$ cat src/rtl/rtc_pkg.sv
// Shared widths, FSM encoding and constants for the PTP real-time clock.
// Default widths mirror the rtc_param parameter defaults; instances derive their own from parameters.
package rtc_pkg;

    localparam int NS_W_DEF       = 30;
    localparam int NS_FRAC_W_DEF  = 8;
    localparam int PER_INT_W_DEF  = 8;
    localparam int PER_FRAC_W_DEF = 32;
    localparam int SEC_W_DEF      = 48;
    localparam int ADJ_CNT_W_DEF  = 32;
    localparam int PPS_CYC_DEF    = 16;

    localparam int NS_TOT_W_DEF   = NS_W_DEF + NS_FRAC_W_DEF;
    localparam int PER_W_DEF      = PER_INT_W_DEF + PER_FRAC_W_DEF;
    localparam int DS_SHIFT_DEF   = PER_FRAC_W_DEF - NS_FRAC_W_DEF;

    localparam longint unsigned NS_PER_SEC = 64'd1_000_000_000;

    typedef enum logic {
        IDLE = 1'b0,
        SLEW = 1'b1
    } adj_state_t;

    // Accumulator increment width: period integer + kept fraction + delta-sigma carry.
    function automatic int inc_width(input int per_int_w, input int ns_frac_w);
        return per_int_w + ns_frac_w + 1;
    endfunction

endpackage

$ cat src/rtl/rtc_param_if.sv
// Host/TSU-facing bundle of the real-time clock: load strobes, slew control and time outputs.
// Alarm signals exist only when RTC_ALARM_EN is defined.
interface rtc_param_if
    import rtc_pkg::*;
#(
    parameter int NS_W       = NS_W_DEF,
    parameter int NS_FRAC_W  = NS_FRAC_W_DEF,
    parameter int PER_INT_W  = PER_INT_W_DEF,
    parameter int PER_FRAC_W = PER_FRAC_W_DEF,
    parameter int SEC_W      = SEC_W_DEF,
    parameter int ADJ_CNT_W  = ADJ_CNT_W_DEF
);
    logic                            time_ld;
    logic [NS_W+NS_FRAC_W-1:0]       time_ns_in;
    logic [SEC_W-1:0]                time_sec_in;
    logic                            period_ld;
    logic [PER_INT_W+PER_FRAC_W-1:0] period_in;
    logic [NS_W+NS_FRAC_W-1:0]       time_acc_modulo;
    logic                            adj_ld;
    logic [ADJ_CNT_W-1:0]            adj_cycles;
    logic [PER_INT_W+PER_FRAC_W-1:0] period_adj;
    logic                            adj_busy;
    logic                            adj_done;
    logic [NS_W+NS_FRAC_W-1:0]       time_reg_ns;
    logic [SEC_W-1:0]                time_reg_sec;
    logic [31:0]                     time_ptp_ns;
    logic [SEC_W-1:0]                time_ptp_sec;
    logic                            pps;
`ifdef RTC_ALARM_EN
    logic                            alarm_ld;
    logic [NS_W-1:0]                 alarm_ns;
    logic [SEC_W-1:0]                alarm_sec;
    logic                            alarm_clr;
    logic                            alarm;
`endif

    modport master (
        output time_ld, time_ns_in, time_sec_in, period_ld, period_in, time_acc_modulo,
        output adj_ld, adj_cycles, period_adj,
        input  adj_busy, adj_done, time_reg_ns, time_reg_sec, time_ptp_ns, time_ptp_sec, pps
`ifdef RTC_ALARM_EN
        , output alarm_ld, alarm_ns, alarm_sec, alarm_clr
        , input  alarm
`endif
    );

    modport slave (
        input  time_ld, time_ns_in, time_sec_in, period_ld, period_in, time_acc_modulo,
        input  adj_ld, adj_cycles, period_adj,
        output adj_busy, adj_done, time_reg_ns, time_reg_sec, time_ptp_ns, time_ptp_sec, pps
`ifdef RTC_ALARM_EN
        , input  alarm_ld, alarm_ns, alarm_sec, alarm_clr
        , output alarm
`endif
    );

endinterface

$ cat src/rtl/rtc_delta_sigma.sv
// First-order delta-sigma: truncates the period fraction to the kept accumulator fraction, carrying the residue.
// Latency 1 cycle (registered increment); no backpressure, a new step is consumed every cycle.
module rtc_delta_sigma
    import rtc_pkg::*;
#(
    parameter int PER_INT_W  = PER_INT_W_DEF,
    parameter int PER_FRAC_W = PER_FRAC_W_DEF,
    parameter int NS_FRAC_W  = NS_FRAC_W_DEF
) (
    input  logic                            clk,
    input  logic                            rst,
    input  logic [PER_INT_W+PER_FRAC_W-1:0] step,
    output logic [PER_INT_W+NS_FRAC_W:0]    inc
);

    localparam int PER_W = PER_INT_W + PER_FRAC_W;
    localparam int SH    = PER_FRAC_W - NS_FRAC_W;

    generate
        if (SH == 0) begin : g_plain
            always_ff @(posedge clk or posedge rst) begin
                if (rst) inc <= '0;
                else     inc <= {1'b0, step};
            end
        end else begin : g_ds
            logic [SH-1:0] residue;
            logic [PER_W:0] sum;

            assign sum = {1'b0, step} + {{(PER_W + 1 - SH){1'b0}}, residue};

            always_ff @(posedge clk or posedge rst) begin
                if (rst) begin
                    inc     <= '0;
                    residue <= '0;
                end else begin
                    inc     <= sum[PER_W:SH];
                    residue <= sum[SH-1:0];
                end
            end
        end
    endgenerate

endmodule

$ cat src/rtl/rtc_param.sv
// rtc_param: PTP ToD clock (sec/ns/frac) with drift period, slew FSM and PPS; RTC_ALARM_EN adds a sticky alarm.
// Latency: period/adj load reaches the accumulator 3 edges later; no backpressure, all strobes taken every cycle.
module rtc_param
    import rtc_pkg::*;
#(
    parameter int NS_W       = NS_W_DEF,
    parameter int NS_FRAC_W  = NS_FRAC_W_DEF,
    parameter int PER_INT_W  = PER_INT_W_DEF,
    parameter int PER_FRAC_W = PER_FRAC_W_DEF,
    parameter int SEC_W      = SEC_W_DEF,
    parameter int ADJ_CNT_W  = ADJ_CNT_W_DEF,
    parameter int PPS_CYC    = PPS_CYC_DEF,
    parameter logic [PER_INT_W+PER_FRAC_W-1:0] PERIOD_RST =
        (PER_INT_W + PER_FRAC_W)'(8) << PER_FRAC_W
) (
    input  logic       clk,
    input  logic       rst,
    rtc_param_if.slave bus
);

    localparam int NS_TOT_W   = NS_W + NS_FRAC_W;
    localparam int PER_W      = PER_INT_W + PER_FRAC_W;
    localparam int INC_W      = inc_width(PER_INT_W, NS_FRAC_W);
    localparam int PPS_CNT_W  = $clog2(PPS_CYC + 1);

    logic [PER_W-1:0]     period_fix;
    adj_state_t           state, state_nxt;
    logic [ADJ_CNT_W-1:0] adj_cnt, adj_cnt_nxt;
    logic [PER_W-1:0]     adj_val, adj_val_nxt;
    logic                 done_nxt;
    logic                 adj_done_q;
    logic                 adj_busy_c;
    logic [PER_W-1:0]     step_c, step_q;
    logic [INC_W-1:0]     inc;

    logic [NS_TOT_W-1:0]  ns_q, ns_nxt;
    logic [NS_TOT_W:0]    ns_sum;
    logic [SEC_W-1:0]     sec_q, sec_nxt;
    logic                 roll;
    logic [PPS_CNT_W-1:0] pps_cnt;
    logic                 pps_q;

    always_ff @(posedge clk or posedge rst) begin
        if (rst)                period_fix <= PERIOD_RST;
        else if (bus.period_ld) period_fix <= bus.period_in;
    end

    // Slew FSM: state register
    always_ff @(posedge clk or posedge rst) begin
        if (rst) begin
            state      <= IDLE;
            adj_cnt    <= '0;
            adj_val    <= '0;
            adj_done_q <= 1'b0;
        end else begin
            state      <= state_nxt;
            adj_cnt    <= adj_cnt_nxt;
            adj_val    <= adj_val_nxt;
            adj_done_q <= done_nxt;
        end
    end

    // Slew FSM: next state. A reload mid-slew abandons the old one without a done pulse.
    always_comb begin
        state_nxt   = state;
        adj_cnt_nxt = adj_cnt;
        adj_val_nxt = adj_val;
        done_nxt    = 1'b0;
        case (state)
            IDLE: begin
                if (bus.adj_ld && (bus.adj_cycles != '0)) begin
                    state_nxt   = SLEW;
                    adj_cnt_nxt = bus.adj_cycles;
                    adj_val_nxt = bus.period_adj;
                end
            end
            SLEW: begin
                if (bus.adj_ld) begin
                    if (bus.adj_cycles != '0) begin
                        adj_cnt_nxt = bus.adj_cycles;
                        adj_val_nxt = bus.period_adj;
                    end else begin
                        state_nxt   = IDLE;
                        adj_cnt_nxt = '0;
                    end
                end else if (adj_cnt == ADJ_CNT_W'(1)) begin
                    state_nxt   = IDLE;
                    adj_cnt_nxt = '0;
                    done_nxt    = 1'b1;
                end else begin
                    adj_cnt_nxt = adj_cnt - ADJ_CNT_W'(1);
                end
            end
            default: state_nxt = IDLE;
        endcase
    end

    // Slew FSM: outputs
    always_comb begin
        adj_busy_c = (state == SLEW);
        step_c     = adj_busy_c ? (period_fix + adj_val) : period_fix;
    end

    always_ff @(posedge clk or posedge rst) begin
        if (rst) step_q <= '0;
        else     step_q <= step_c;
    end

    rtc_delta_sigma #(
        .PER_INT_W  (PER_INT_W),
        .PER_FRAC_W (PER_FRAC_W),
        .NS_FRAC_W  (NS_FRAC_W)
    ) u_ds (
        .clk  (clk),
        .rst  (rst),
        .step (step_q),
        .inc  (inc)
    );

    assign ns_sum = {1'b0, ns_q} + {{(NS_TOT_W + 1 - INC_W){1'b0}}, inc};

    // Rollover compares the unwrapped sum; the low bits of sum - modulo are exact.
    always_comb begin
        ns_nxt  = ns_sum[NS_TOT_W-1:0];
        sec_nxt = sec_q;
        roll    = 1'b0;
        if (bus.time_ld) begin
            ns_nxt  = bus.time_ns_in;
            sec_nxt = bus.time_sec_in;
        end else if ((bus.time_acc_modulo != '0) && (ns_sum >= {1'b0, bus.time_acc_modulo})) begin
            ns_nxt  = ns_sum[NS_TOT_W-1:0] - bus.time_acc_modulo;
            sec_nxt = sec_q + SEC_W'(1);
            roll    = 1'b1;
        end
    end

    always_ff @(posedge clk or posedge rst) begin
        if (rst) begin
            ns_q  <= '0;
            sec_q <= '0;
        end else begin
            ns_q  <= ns_nxt;
            sec_q <= sec_nxt;
        end
    end

    always_ff @(posedge clk or posedge rst) begin
        if (rst) begin
            pps_cnt <= '0;
            pps_q   <= 1'b0;
        end else begin
            pps_q <= (pps_cnt != '0);
            if (roll)                pps_cnt <= PPS_CNT_W'(PPS_CYC);
            else if (pps_cnt != '0)  pps_cnt <= pps_cnt - PPS_CNT_W'(1);
        end
    end

`ifdef RTC_ALARM_EN
    logic             alarm_armed;
    logic             alarm_q;
    logic [SEC_W-1:0] alarm_sec_q;
    logic [NS_W-1:0]  alarm_ns_q;
    logic             alarm_hit;

    // Compared against next-state time so the flag rises with the edge that crosses the mark.
    assign alarm_hit = alarm_armed &&
        ({sec_nxt, ns_nxt[NS_TOT_W-1:NS_FRAC_W]} >= {alarm_sec_q, alarm_ns_q});

    always_ff @(posedge clk or posedge rst) begin
        if (rst) begin
            alarm_armed <= 1'b0;
            alarm_q     <= 1'b0;
            alarm_sec_q <= '0;
            alarm_ns_q  <= '0;
        end else begin
            if (bus.alarm_ld) begin
                alarm_armed <= 1'b1;
                alarm_sec_q <= bus.alarm_sec;
                alarm_ns_q  <= bus.alarm_ns;
            end else if (alarm_hit) begin
                alarm_armed <= 1'b0;
            end
            if (bus.alarm_clr)      alarm_q <= 1'b0;
            else if (alarm_hit)     alarm_q <= 1'b1;
        end
    end

    assign bus.alarm = alarm_q;
`endif

    assign bus.adj_busy     = adj_busy_c;
    assign bus.adj_done     = adj_done_q;
    assign bus.time_reg_ns  = ns_q;
    assign bus.time_reg_sec = sec_q;
    assign bus.time_ptp_ns  = 32'(ns_q[NS_TOT_W-1:NS_FRAC_W]);
    assign bus.time_ptp_sec = sec_q;
    assign bus.pps          = pps_q;

endmodule

$ cat src/flat_wrapper.sv
// flat-port wrapper written by rule: the top's interface ports become plain ports
module rtc_param_flat import rtc_pkg::*;
#(
    parameter int NS_W       = NS_W_DEF,
    parameter int NS_FRAC_W  = NS_FRAC_W_DEF,
    parameter int PER_INT_W  = PER_INT_W_DEF,
    parameter int PER_FRAC_W = PER_FRAC_W_DEF,
    parameter int SEC_W      = SEC_W_DEF,
    parameter int ADJ_CNT_W  = ADJ_CNT_W_DEF,
    parameter int PPS_CYC    = PPS_CYC_DEF,
    parameter logic [PER_INT_W+PER_FRAC_W-1:0] PERIOD_RST =
        (PER_INT_W + PER_FRAC_W)'(8) << PER_FRAC_W
)
  (clk, rst, bus_time_ld, bus_time_ns_in, bus_time_sec_in, bus_period_ld, bus_period_in, bus_time_acc_modulo, bus_adj_ld, bus_adj_cycles, bus_period_adj, bus_adj_busy, bus_adj_done, bus_time_reg_ns, bus_time_reg_sec, bus_time_ptp_ns, bus_time_ptp_sec, bus_pps);
  rtc_param_if #(.NS_W(NS_W), .NS_FRAC_W(NS_FRAC_W), .PER_INT_W(PER_INT_W), .PER_FRAC_W(PER_FRAC_W), .SEC_W(SEC_W), .ADJ_CNT_W(ADJ_CNT_W)) bus_i ();
  input  logic clk;
  input  logic rst;
  input wire logic [$bits(bus_i.time_ld)-1:0] bus_time_ld;
  input wire logic [$bits(bus_i.time_ns_in)-1:0] bus_time_ns_in;
  input wire logic [$bits(bus_i.time_sec_in)-1:0] bus_time_sec_in;
  input wire logic [$bits(bus_i.period_ld)-1:0] bus_period_ld;
  input wire logic [$bits(bus_i.period_in)-1:0] bus_period_in;
  input wire logic [$bits(bus_i.time_acc_modulo)-1:0] bus_time_acc_modulo;
  input wire logic [$bits(bus_i.adj_ld)-1:0] bus_adj_ld;
  input wire logic [$bits(bus_i.adj_cycles)-1:0] bus_adj_cycles;
  input wire logic [$bits(bus_i.period_adj)-1:0] bus_period_adj;
  output wire logic [$bits(bus_i.adj_busy)-1:0] bus_adj_busy;
  output wire logic [$bits(bus_i.adj_done)-1:0] bus_adj_done;
  output wire logic [$bits(bus_i.time_reg_ns)-1:0] bus_time_reg_ns;
  output wire logic [$bits(bus_i.time_reg_sec)-1:0] bus_time_reg_sec;
  output wire logic [$bits(bus_i.time_ptp_ns)-1:0] bus_time_ptp_ns;
  output wire logic [$bits(bus_i.time_ptp_sec)-1:0] bus_time_ptp_sec;
  output wire logic [$bits(bus_i.pps)-1:0] bus_pps;
  assign bus_i.time_ld = bus_time_ld;
  assign bus_i.time_ns_in = bus_time_ns_in;
  assign bus_i.time_sec_in = bus_time_sec_in;
  assign bus_i.period_ld = bus_period_ld;
  assign bus_i.period_in = bus_period_in;
  assign bus_i.time_acc_modulo = bus_time_acc_modulo;
  assign bus_i.adj_ld = bus_adj_ld;
  assign bus_i.adj_cycles = bus_adj_cycles;
  assign bus_i.period_adj = bus_period_adj;
  assign bus_adj_busy = bus_i.adj_busy;
  assign bus_adj_done = bus_i.adj_done;
  assign bus_time_reg_ns = bus_i.time_reg_ns;
  assign bus_time_reg_sec = bus_i.time_reg_sec;
  assign bus_time_ptp_ns = bus_i.time_ptp_ns;
  assign bus_time_ptp_sec = bus_i.time_ptp_sec;
  assign bus_pps = bus_i.pps;
  rtc_param #(.NS_W(NS_W), .NS_FRAC_W(NS_FRAC_W), .PER_INT_W(PER_INT_W), .PER_FRAC_W(PER_FRAC_W), .SEC_W(SEC_W), .ADJ_CNT_W(ADJ_CNT_W), .PPS_CYC(PPS_CYC), .PERIOD_RST(PERIOD_RST)) u_core (.clk(clk), .rst(rst), .bus(bus_i));
endmodule
$ cat config.mk
export PLATFORM = sky130hd
export DESIGN_NAME = rtc_param_flat
export DESIGN_NICKNAME = d
export VERILOG_FILES = /design/src/rtl/rtc_pkg.sv /design/src/rtl/rtc_param_if.sv /design/src/rtl/rtc_delta_sigma.sv /design/src/rtl/rtc_param.sv /design/src/flat_wrapper.sv
export SDC_FILE = /design/constraint.sdc
export NUM_CORES = 1
export LEC_CHECK = 0
export CAP_MARGIN = 20
export CELL_PAD_IN_SITES_DETAIL_PLACEMENT = 0
export CELL_PAD_IN_SITES_GLOBAL_PLACEMENT = 2
export CORE_MARGIN = 2
export CORE_UTILIZATION = 29
export CTS_BUF_LIST = sky130_fd_sc_hd__clkbuf_4
export CTS_CLUSTER_SIZE = 25
export DETAILED_ROUTE_END_ITERATION = 8
export PLACE_DENSITY = 0.79
export SYNTH_ARGS = -nofsm -noshare
export SYNTH_HDL_FRONTEND = slang
export SYNTH_SLANG_ARGS = --single-unit
$ cat constraint.sdc
create_clock -name clk -period 10.7 [get_ports clk]
set_input_delay 2.675 -clock clk [delete_from_list [all_inputs] [get_ports clk]]
set_output_delay 2.675 -clock clk [all_outputs]
set_load 0.01 [all_outputs]
== Word-level counts from Yosys, hierarchy flattened ==
Cells that the tools add are included.
Storage, ports and cells
  output and inout port bits: 169
  register bits after elaboration: 287
Cells by class
  order comparisons: 1
  bitwise gates (word level): 1
  eq/ne operators: 4
  reduce and logical (&&, ||, !) cells: 8
  multiplexer cells: 26
  $add $sub $neg: 7
Operators with widths (count)
  two-way mux 40 bit: 4
  two-way mux 32 bit: 4
  two-way mux 48 bit: 2
  one-hot mux 40 bit (2 select lines): 1
  two-way mux 38 bit: 2
  one-hot mux 32 bit (2 select lines): 1
  adder 48 x 1 -> 48 bit (second input constant): 1
  adder 40 x 24 -> 41 bit: 1
  adder 40 bit: 1
  adder 38 x 17 -> 39 bit: 1
  >= comparator 39 x 38 -> 1 bit: 1
  nonzero test 38 bit: 1
  subtractor 38 bit: 1
  equality test 32 x 1 -> 1 bit (second input constant): 1
  nonzero test 32 bit: 1
  subtractor 32 x 1 -> 32 bit (second input constant): 1
  two-way mux 5 bit: 2
  two-way mux 1 bit: 9
  nonzero test 5 bit: 1
  subtractor 5 x 1 -> 5 bit (second input constant): 1
  != test 2 bit (second input constant): 2
  nonzero test 2 bit: 2
  AND reduction 3 bit: 1
  logical AND 1 bit: 2
  other kinds (3): 3

== Longest topological paths before layout ==
Gate-level depths: netlist of the first run.
  depth after elaboration: 6
  gate-level depth with buffers: 23
  gate-level depth less buffers: 21

== Modules after synthesis ==
From an unflattened synthesis of the first run, not the netlist that was laid out.
Unflattened totals
  cells, all modules: 2334
  area, all modules: 20552.2 um2
By module, submodules not included
  rtc_param: area each 17880.9 um2, instances 1, cells each 2058
  rtc_delta_sigma: area each 2671.3 um2, instances 1, cells each 276

== Worst setup path before layout of the first run ==
Ideal clock, no wire load.
  kind: input to register
  start point: input port bus_time_acc_modulo[0]
  end point: register u_core.ns_q[32], in the netlist u_core.bus.time_reg_ns[32]
  stages: 12
  required time: 10.596 ns
  arrival time: 5.338 ns
  setup slack: 5.258 ns
  library setup time: 0.104 ns
  buffers on the path: 0
  cells stage by stage: ha_1 inv_1 fa_1 a21o_1 a221o_1 a2111oi_0 o21ai_0 a21oi_1 a21oi_1 nand2b_1 xnor2_1 a221oi_1
Between the ends
  word-level cells in the longest chain between the ends: 4
  elaborated cells on any way between the ends: 6
RTL lines
  from (decl): RTL line flat_wrapper.sv:23  | input wire logic [$bits(bus_i.time_acc_modulo)-1:0] bus_time_acc_modulo;
  >= comparator 39 x 38 -> 1 bit or nonzero test 38 bit (tied branches): RTL line rtc_param.sv:130  | end else if ((bus.time_acc_modulo != '0) && (ns_sum >= {1'b0, bus.time_acc_modulo})) begin
  logical AND 1 bit: RTL line rtc_param.sv:130
  two-way mux 38 bit *: RTL line rtc_param.sv:130
  two-way mux 38 bit *: RTL line rtc_param.sv:127  | if (bus.time_ld) begin
  via u_core.ns_nxt[32]: RTL line rtc_param.sv:36  | logic [NS_TOT_W-1:0] ns_q, ns_nxt;
  to (signal assigned): RTL line rtc_param.sv:142  | ns_q <= ns_nxt;
  to (decl): RTL line rtc_param.sv:36
The timed path passes the listed nets; every way through them passes the cells marked *.
A chain may end at the register's enable or synchronous reset.

== Worst setup path in the final report of the first run ==
  start point: register u_core.ns_q[0], in the netlist u_core.bus.time_reg_ns[0]
  end point: register u_core.sec_q[30], in the netlist u_core.bus.time_ptp_sec[30]
Between the ends
  word-level cells in the longest chain between the ends: 4
RTL lines
  adder 38 x 17 -> 39 bit: RTL line rtc_param.sv:120  | assign ns_sum = {1'b0, ns_q} + {{(NS_TOT_W + 1 - INC_W){1'b0}}, inc};
  >= comparator 39 x 38 -> 1 bit: RTL line rtc_param.sv:130
  logical AND 1 bit: RTL line rtc_param.sv:130
  nonzero test 2 bit (no source line)
  to (signal assigned): RTL line rtc_param.sv:143  | sec_q <= sec_nxt;
  to (decl): RTL line rtc_param.sv:38  | logic [SEC_W-1:0] sec_q, sec_nxt;
Every way passes these cells.

==> metrics.txt, run 1 <==
outcome completed; Root Driver clkbuf_4; mux cell area share after synthesis 4.40%; HPWL after DPL 50.6 mm; largest net degree at the start of global routing 109; Final min period 6610 ps; total core area 68200 µm²; vias in the first global route 18800; PwrDens 261 nW/µm²; period utilisation layout 61.7%; GRT Residual Overflow 0; Die ar. 70700 µm²; Clock Skew 72.9 ps; Worst Path Arrival 7180 ps; clock insertion delay at the later pin of the skew report 810 ps; drt drc 0; Post-synth EDFFs 0; top cell type's share of synthesized area 36.0%; port bufs 407; Routed WL 66.9 mm; worst stage delay on the critical path 670 ps; Yosys cell types 85; Final Hold Violating Endpoints 0; first-pass GRT wire length 105 mm; Worst setup SP type register; Final ANT Viol Nets 0; post-layout util 37.2%; Setup WS post-layout 4090 ps; Die X 266 µm; Synth Cell Area 19900 µm²; cell taking the most area after synthesis dfrtp_1; share of layout cells above drive strength 1 9.49%; Avg Cell Area, Syn 8.72 µm²; sequential area share after synthesis 36.1%; final setup violation count 0; crit-path cells ha_1, inv_1, fa_1, and2b_1, o31a_2, o221a_2, o21ai_0, a21oi_1, o21ai_0, nor3b_1, nor2_1, ha_1, a21oi_1, o21ai_0, a221oi_1, a21boi_1, o21ba_2, o21ai_2, buf_4, a21o_1, buf_4, or4_1, a31oi_1; CP most frequent cell o21ai_0; Die Y 266 µm; WL/cell 18.7 µm; Clock Pin Slew Worst Setup and Hold Paths 60 ps; worst r2r src u_core.bus.time_reg_ns[0]; asr flop ratio synth 100%; initial antenna violation count 15; CTS tree built; GPL Wtd Cong 0.857; type of the worst min-delay path register to register; total track usage 18.7%; leakage 10.8 nW; DRT iter0 DRCs 1023; VDD IR max 0.124 mV; Hold Path Origin u_core.period_fix[39]; Setup Buffers After CTS 0; RSZ-0062 raised after global routing no; Least-Margin Pin Slew 1080 ps; xor and xnor fraction of the mapped netlist area 6.65%; Seq cells post-synth 287; post-CTS sizing 0; simple-gate area share of the yosys netlist 19.1%; Primary FF master, synth dfrtp_1; Max Slew Vio Count 0; critical path required time 11270 ps; pre-CTS setup slack 3640 ps; # hold bufs at CTS 0; Initial Utilization 29.2%; Setup Crit Path Kind register to register; largest family of logic cells by synthesized area simple AND/OR/NAND/NOR gates; CP max FO 28; total vias in the final route 18400; Post-Syn Instances 2283; Slew HR 27.8%; Compound-Gate Fraction of Synth Area 18.6%; Adder-Cell Fraction of Synth Area 8.14%; Crit-path slowest cell a21o_1; top cells by area, synth dfrtp_1, ha_1, nand2_1, xnor2_1, mux2_2; io pins 410; total CTS buffers 88; area growth from synthesis to layout 27.7%; yosys warns 0; Final nets 3000; Max Cap Viol 0; Worst setup startpoint u_core.bus.time_reg_ns[0]; H-tree lvl count 3; clk sink count 287; worst-case clock buffer depth 3; TNS Setup 0 ps; routed vias/inst 5.16; kind of end point of the critical path register; drt first pass iters 7; f_max 151 MHz; row cnt 96
[logic make-up after synthesis]
kind of cell             count (synthesis)
AND/OR/NAND/NOR                        798
AO/OA/AOI/OAI                          559
flip-flops                             287
buffers and inverters                  281
XOR/XNOR                               151
adder cells (fa/ha/maj)                127
multiplexers                            79
other                                    1
[cells in the mapped netlist, types with 48 or more instances]
| master | number |
|---|---|
| a21oi_1 | 109 |
| nand3_1 | 48 |
| nand2_1 | 321 |
| buf_4 | 82 |
| dfrtp_1 | 286 |
| ha_1 | 123 |
| nor3_1 | 50 |
| mux2_2 | 68 |
| clkbuf_1 | 69 |
| xnor2_1 | 105 |
| a21o_1 | 49 |
| inv_1 | 114 |
| o21ai_0 | 139 |
| nor2_1 | 145 |
[metrics by stage]
stage	cell area (µm²)	hold slack (ps)	instances	power, W
after detailed placement	24300	461	3424	0.00553
after global routing	25400	484	3572	0.00723
final	25400	456	3576	0.00664
after global placement	24300	452	3424	0.00552
after floorplan	19900	434	2284	0.00438
after CTS	25400	461	3570	0.00672
[power by group]
group / switching, W / internal, W / total [W]
sequential: 0.000264 / 0.00136 / 0.00162
combinational: 0.00217 / 0.00174 / 0.00391
clock: 0.000508 / 0.000601 / 0.00111
[flip-flops by register name, indices dropped and copies added, names as in the netlist]
name,cells
u_core.adj_val,40
u_core.pps_cnt,5
u_core.bus.adj_busy,1
u_core.bus.time_reg_ns,38
u_core.u_ds.inc,17
u_core.bus.time_ptp_sec,48
u_core.step_q,40
u_core.u_ds.g_ds.residue,24
u_core.bus.pps,1
u_core.bus.adj_done,1
u_core.period_fix,40
u_core.adj_cnt,32
[worst paths after layout]
kind / to / slack, ps / cells after the start
setup / recovery: u_core.bus.time_ptp_sec[30] / 4090 / 23
hold / removal: u_core.step_q[39] / 460 / 1
setup reg to reg: u_core.bus.time_ptp_sec[30] / 4090 / 23
hold reg to reg: u_core.step_q[39] / 460 / 1
max in group asynchronous: u_core.adj_val[39] / 6750 / 3
min in group asynchronous: u_core.bus.time_ptp_sec[1] / 2410 / 2
[cells in the final DEF, fill, tap and decap left out, types with 68 or more instances in the layout]
master,n
ha_1,123
clkbuf_4,131
mux2_2,68
xnor2_1,105
a21oi_1,108
nand2_1,321
dfrtp_1,285
inv_1,112
nor2_1,145
clkdlybuf4s50_1,405
o21ai_0,139
[critical path: cells and delay by family, from the launching register on]
family | cells | cell delay, ps
AO/OA/AOI/OAI | 13 | 3510
adder cells (fa/ha/maj) | 3 | 810
buffers and inverters | 3 | 880
flip-flops | 1 | 390
AND/OR/NAND/NOR | 4 | 800
[metal layers]
| layer | up-vias | track usage, % | part of all wire [%] |
|---|---|---|---|
| li1 | 8897 | - | - |
| met1 | 8873 | 23.1 | 44 |
| met2 | 536 | 31.8 | 47 |
| met3 | 109 | 4.54 | 6.3 |
| met4 | 20 | 6.32 | 2.4 |
| met5 | - | 0 | 0.20 |
[area by class of cell]
type	count	area [µm²]
diodes	6	15.0
clock buffers	131	983
clock inverters	15	124
fillers	6984	42800
inverters	115	439
multi-input cells	1716	11400
flip-flops and latches	287	7180
well taps	882	1100
repair buffers	424	4190
Power figures use the tool's default switching activity.
==> inputs of run 2 (changes only) <==
--- a/config.mk
+++ b/config.mk
@@ -9,7 +9,7 @@
 export CELL_PAD_IN_SITES_DETAIL_PLACEMENT = 0
 export CELL_PAD_IN_SITES_GLOBAL_PLACEMENT = 2
 export CORE_MARGIN = 2
-export CORE_UTILIZATION = 29
+export CORE_UTILIZATION = 30
 export CTS_BUF_LIST = sky130_fd_sc_hd__clkbuf_4
 export CTS_CLUSTER_SIZE = 25
 export DETAILED_ROUTE_END_ITERATION = 8
==> constraint.sdc (replaced) <==
create_clock -name clk -period 6.4 [get_ports clk]
set_input_delay 1.6 -clock clk [delete_from_list [all_inputs] [get_ports clk]]
set_output_delay 1.6 -clock clk [all_outputs]
set_load 0.01 [all_outputs]
==> run 2 against run 1 <==
Net effect:
- utilization rose by 1.5 points
- clock power rose by 62%
- final cell count fell by 0.17%
- fmax rose by 12%
- non-clock buffer count rose by 5
- setup slack got worse by 3600 ps
- design area rose by 0.32%
- sequential share of layout area fell by 0.092 points
- critical path type unchanged
- critical path depth fell by 1
- via count barely moved
- count of clock-buffer cells in the layout fell by 1
- sequential power rose by 66%
==> metrics.txt, run 2 (synthesis gave the netlist of run 1 again) <==
Root Driver clkbuf_4; Final ANT Viol Nets 0 (unchanged); worst stage delay on the critical path 560 ps (-110 ps); Seq pwr share 24.2% (-0.2 points); switching pwr 0.00498 W (+69%); clock share of power 16.1% (-0.6 points); PwrDens 437 nW/µm² (+67%); VDD IR max 0.219 mV (+77%); Slew HR 30.1% (+2.3 points); drt drc 0 (unchanged); leakage 10.9 nW (+0.35%); f_max 170 MHz (+12%); Die X 262 µm (-1.7%); CP max FO 28 (unchanged); total CTS buffers 90 (+2.3%); post-layout util 38.8% (+1.5 points); Final Hold Violating Endpoints 0 (unchanged); drt first pass iters 6 (-1); port bufs 407 (unchanged); RSZ-0062 raised after global routing no; WL/cell 18.7 µm (+0.11%); reg-to-reg slack, setup 510 ps (-3590 ps); initial antenna violation count 18 (+3); TNS Setup 0 ps (unchanged); Setup WS post-layout 506 ps (-3590 ps); Final nets 3007 (+0.23%); Clock Pin Slew Worst Setup and Hold Paths 60 ps (about the same); type of the worst min-delay path register to register; Worst setup SP type register; clk sink count 287 (unchanged); H-tree lvl count 3 (unchanged); Net Sw Frac 44.7% (+0.41 points); DRT iter0 DRCs 972 (-5.0%); worst-case clock buffer depth 3 (unchanged); max reg flops 48 (unchanged); Initial Utilization 30.3% (+1.1 points); first-pass GRT wire length 103 mm (-1.2%); worst hold margin 452 ps (-4.21 ps); Worst Path Arrival 6630 ps (-550 ps); pre-CTS setup slack 320 ps (-3320 ps); row cnt 94 (-2.1%); Crit-path slowest cell or4_1; io pins 410 (unchanged); CP top delay family compound AO/OA/AOI/OAI gates; placed inst area 24300 µm² (+0.21%); Least-Margin Pin Slew 1050 ps (-34.8 ps); GRT Residual Overflow 0 (unchanged); # hold bufs at CTS 0 (unchanged); clock insertion delay at the later pin of the skew report 850 ps (+40 ps); area growth from synthesis to layout 28.1%; crit-path cells ha_1, inv_1, fa_1, and2b_1, o31a_2, o221a_2, o21ai_0, a21oi_1, o21ai_0, nor3b_1, nor2_1, ha_1, nand4_1, nor3_1, o21ai_1, a21boi_1, o21ba_2, o21ai_2, buf_4, a211o_1, or4_1, a31oi_1; post-route design area 25500 µm² (+0.32%); proportion of power drawn by combinational gates 59.7% (+0.8 points); largest net degree at the start of global routing 92 (-16%); Max Slew Vio Count 0 (unchanged); most frequent cells in the layout clkdlybuf4s50_1, nand2_1, dfrtp_1; Die ar. 68400 µm² (-3.3%); vias in the first global route 18700 (-0.65%); internal power 0.00615 W (+66%); Routed WL 66.9 mm (about the same); final setup violation count 0 (unchanged); GPL Wtd Cong 0.901 (+5.1%); total core area 65700 µm² (-3.6%); share of layout cells above drive strength 1 9.66% (+0.18 points); Final min period 5890 ps (-713 ps); commonest non-fill, non-tap cell in the layout clkdlybuf4s50_1; kind of end point of the critical path register; Max Cap Viol 0 (unchanged); critical path required time 7140 ps (-4130 ps); Worst Path Buf+Inv 2 (-1); total track usage 19.2% (+0.56 points); CTS tree built; period utilisation layout 92.1% (+30 points); Setup Crit Path Kind register to register; outcome completed; Clock Skew 59.2 ps (-13.7 ps); total vias in the final route 18400 (+0.038%); routed vias/inst 5.17 (+0.21%); HPWL after DPL 51.1 mm (+0.95%); Die Y 262 µm (-1.7%)
run 2: changes by cell type in the layout (fill, tap and decap cells not counted), sizes merged:
| cell | previous run | this run |
|---|---|---|
| buf | 19 | 24 |
| clkinvlp | 0 | 2 |
| diode | 6 | 5 |
| clkbuf | 131 | 130 |
| clkinv | 12 | 21 |
| bufinv | 2 | 0 |
run 2: worst register-to-register path: stages (launching register included):
cell and delay [ps]:
dfrtp_1 380, ha_1 240, inv_1 80, fa_1 190, and2b_1 200, o31a_2 310
o221a_2 290, o21ai_0 290, a21oi_1 140, o21ai_0 200, nor3b_1 290, nor2_1 90
ha_1 410, nand4_1 250, nor3_1 220, o21ai_1 140, a21boi_1 310, o21ba_2 210
o21ai_2 60, buf_4 230, a211o_1 550, or4_1 560, a31oi_1 170
run 2: area by class of cell:
| class | instances | area [µm²] |
|---|---|---|
| Fill cell | 6661 | 40300 |
| Multi-Input combinational cell | 1716 | 11400 |
| Sequential cell | 287 | 7180 |
| Timing Repair Buffer | 429 | 4320 |
| Tap cell | 864 | 1080 |
| Clock buffer | 130 | 976 |
| Inverter | 115 | 435 |
| Clock inverter | 24 | 115 |
| Antenna cell | 5 | 12.5 |
run 2: final timing paths:
kind,start,cells after the start,end
worst max-delay path,u_core.bus.time_reg_ns[0],22,u_core.bus.time_ptp_sec[31]
worst min-delay path,u_core.step_q[26],1,u_core.u_ds.inc[2]
worst max register to register,u_core.bus.time_reg_ns[0],22,u_core.bus.time_ptp_sec[31]
worst min register to register,u_core.step_q[26],1,u_core.u_ds.inc[2]
max in group asynchronous,rst,4,u_core.adj_cnt[9]
min in group asynchronous,rst,3,u_core.period_fix[20]
run 2: power groups by stage:
stage	clock network [W]	registers, W	logic, W
finish	0.00180	0.00269	0.00665
global route	0.00199	0.00276	0.00740
CTS	0.00189	0.00270	0.00662
floorplan	0	0.00264	0.00468
detailed placement	0	0.00273	0.00656
global placement	0	0.00272	0.00655
run 2: through the flow:
step / power [W] / cells
CTS: 0.0112 / 3562
detailed placement: 0.00929 / 3408
global route: 0.0122 / 3569
floorplan: 0.00732 / 2284
finish: 0.0111 / 3570
global placement: 0.00927 / 3408
run 2: metal layers:
layer  GRT usage (%)  vias up  share of wire [%]
li1                -     8908                  -
met1            23.2     8713                 42
met2            32.4      635                 47
met3            5.68      156                7.6
met4            7.01       30                3.2
met5               0        -               0.31
run 2: what timing repair did:
item / in CTS / in global routing
endpoints found under the setup margin: 0 / 6
setup buffers: 0 / 2
resized for setup: 0 / 1
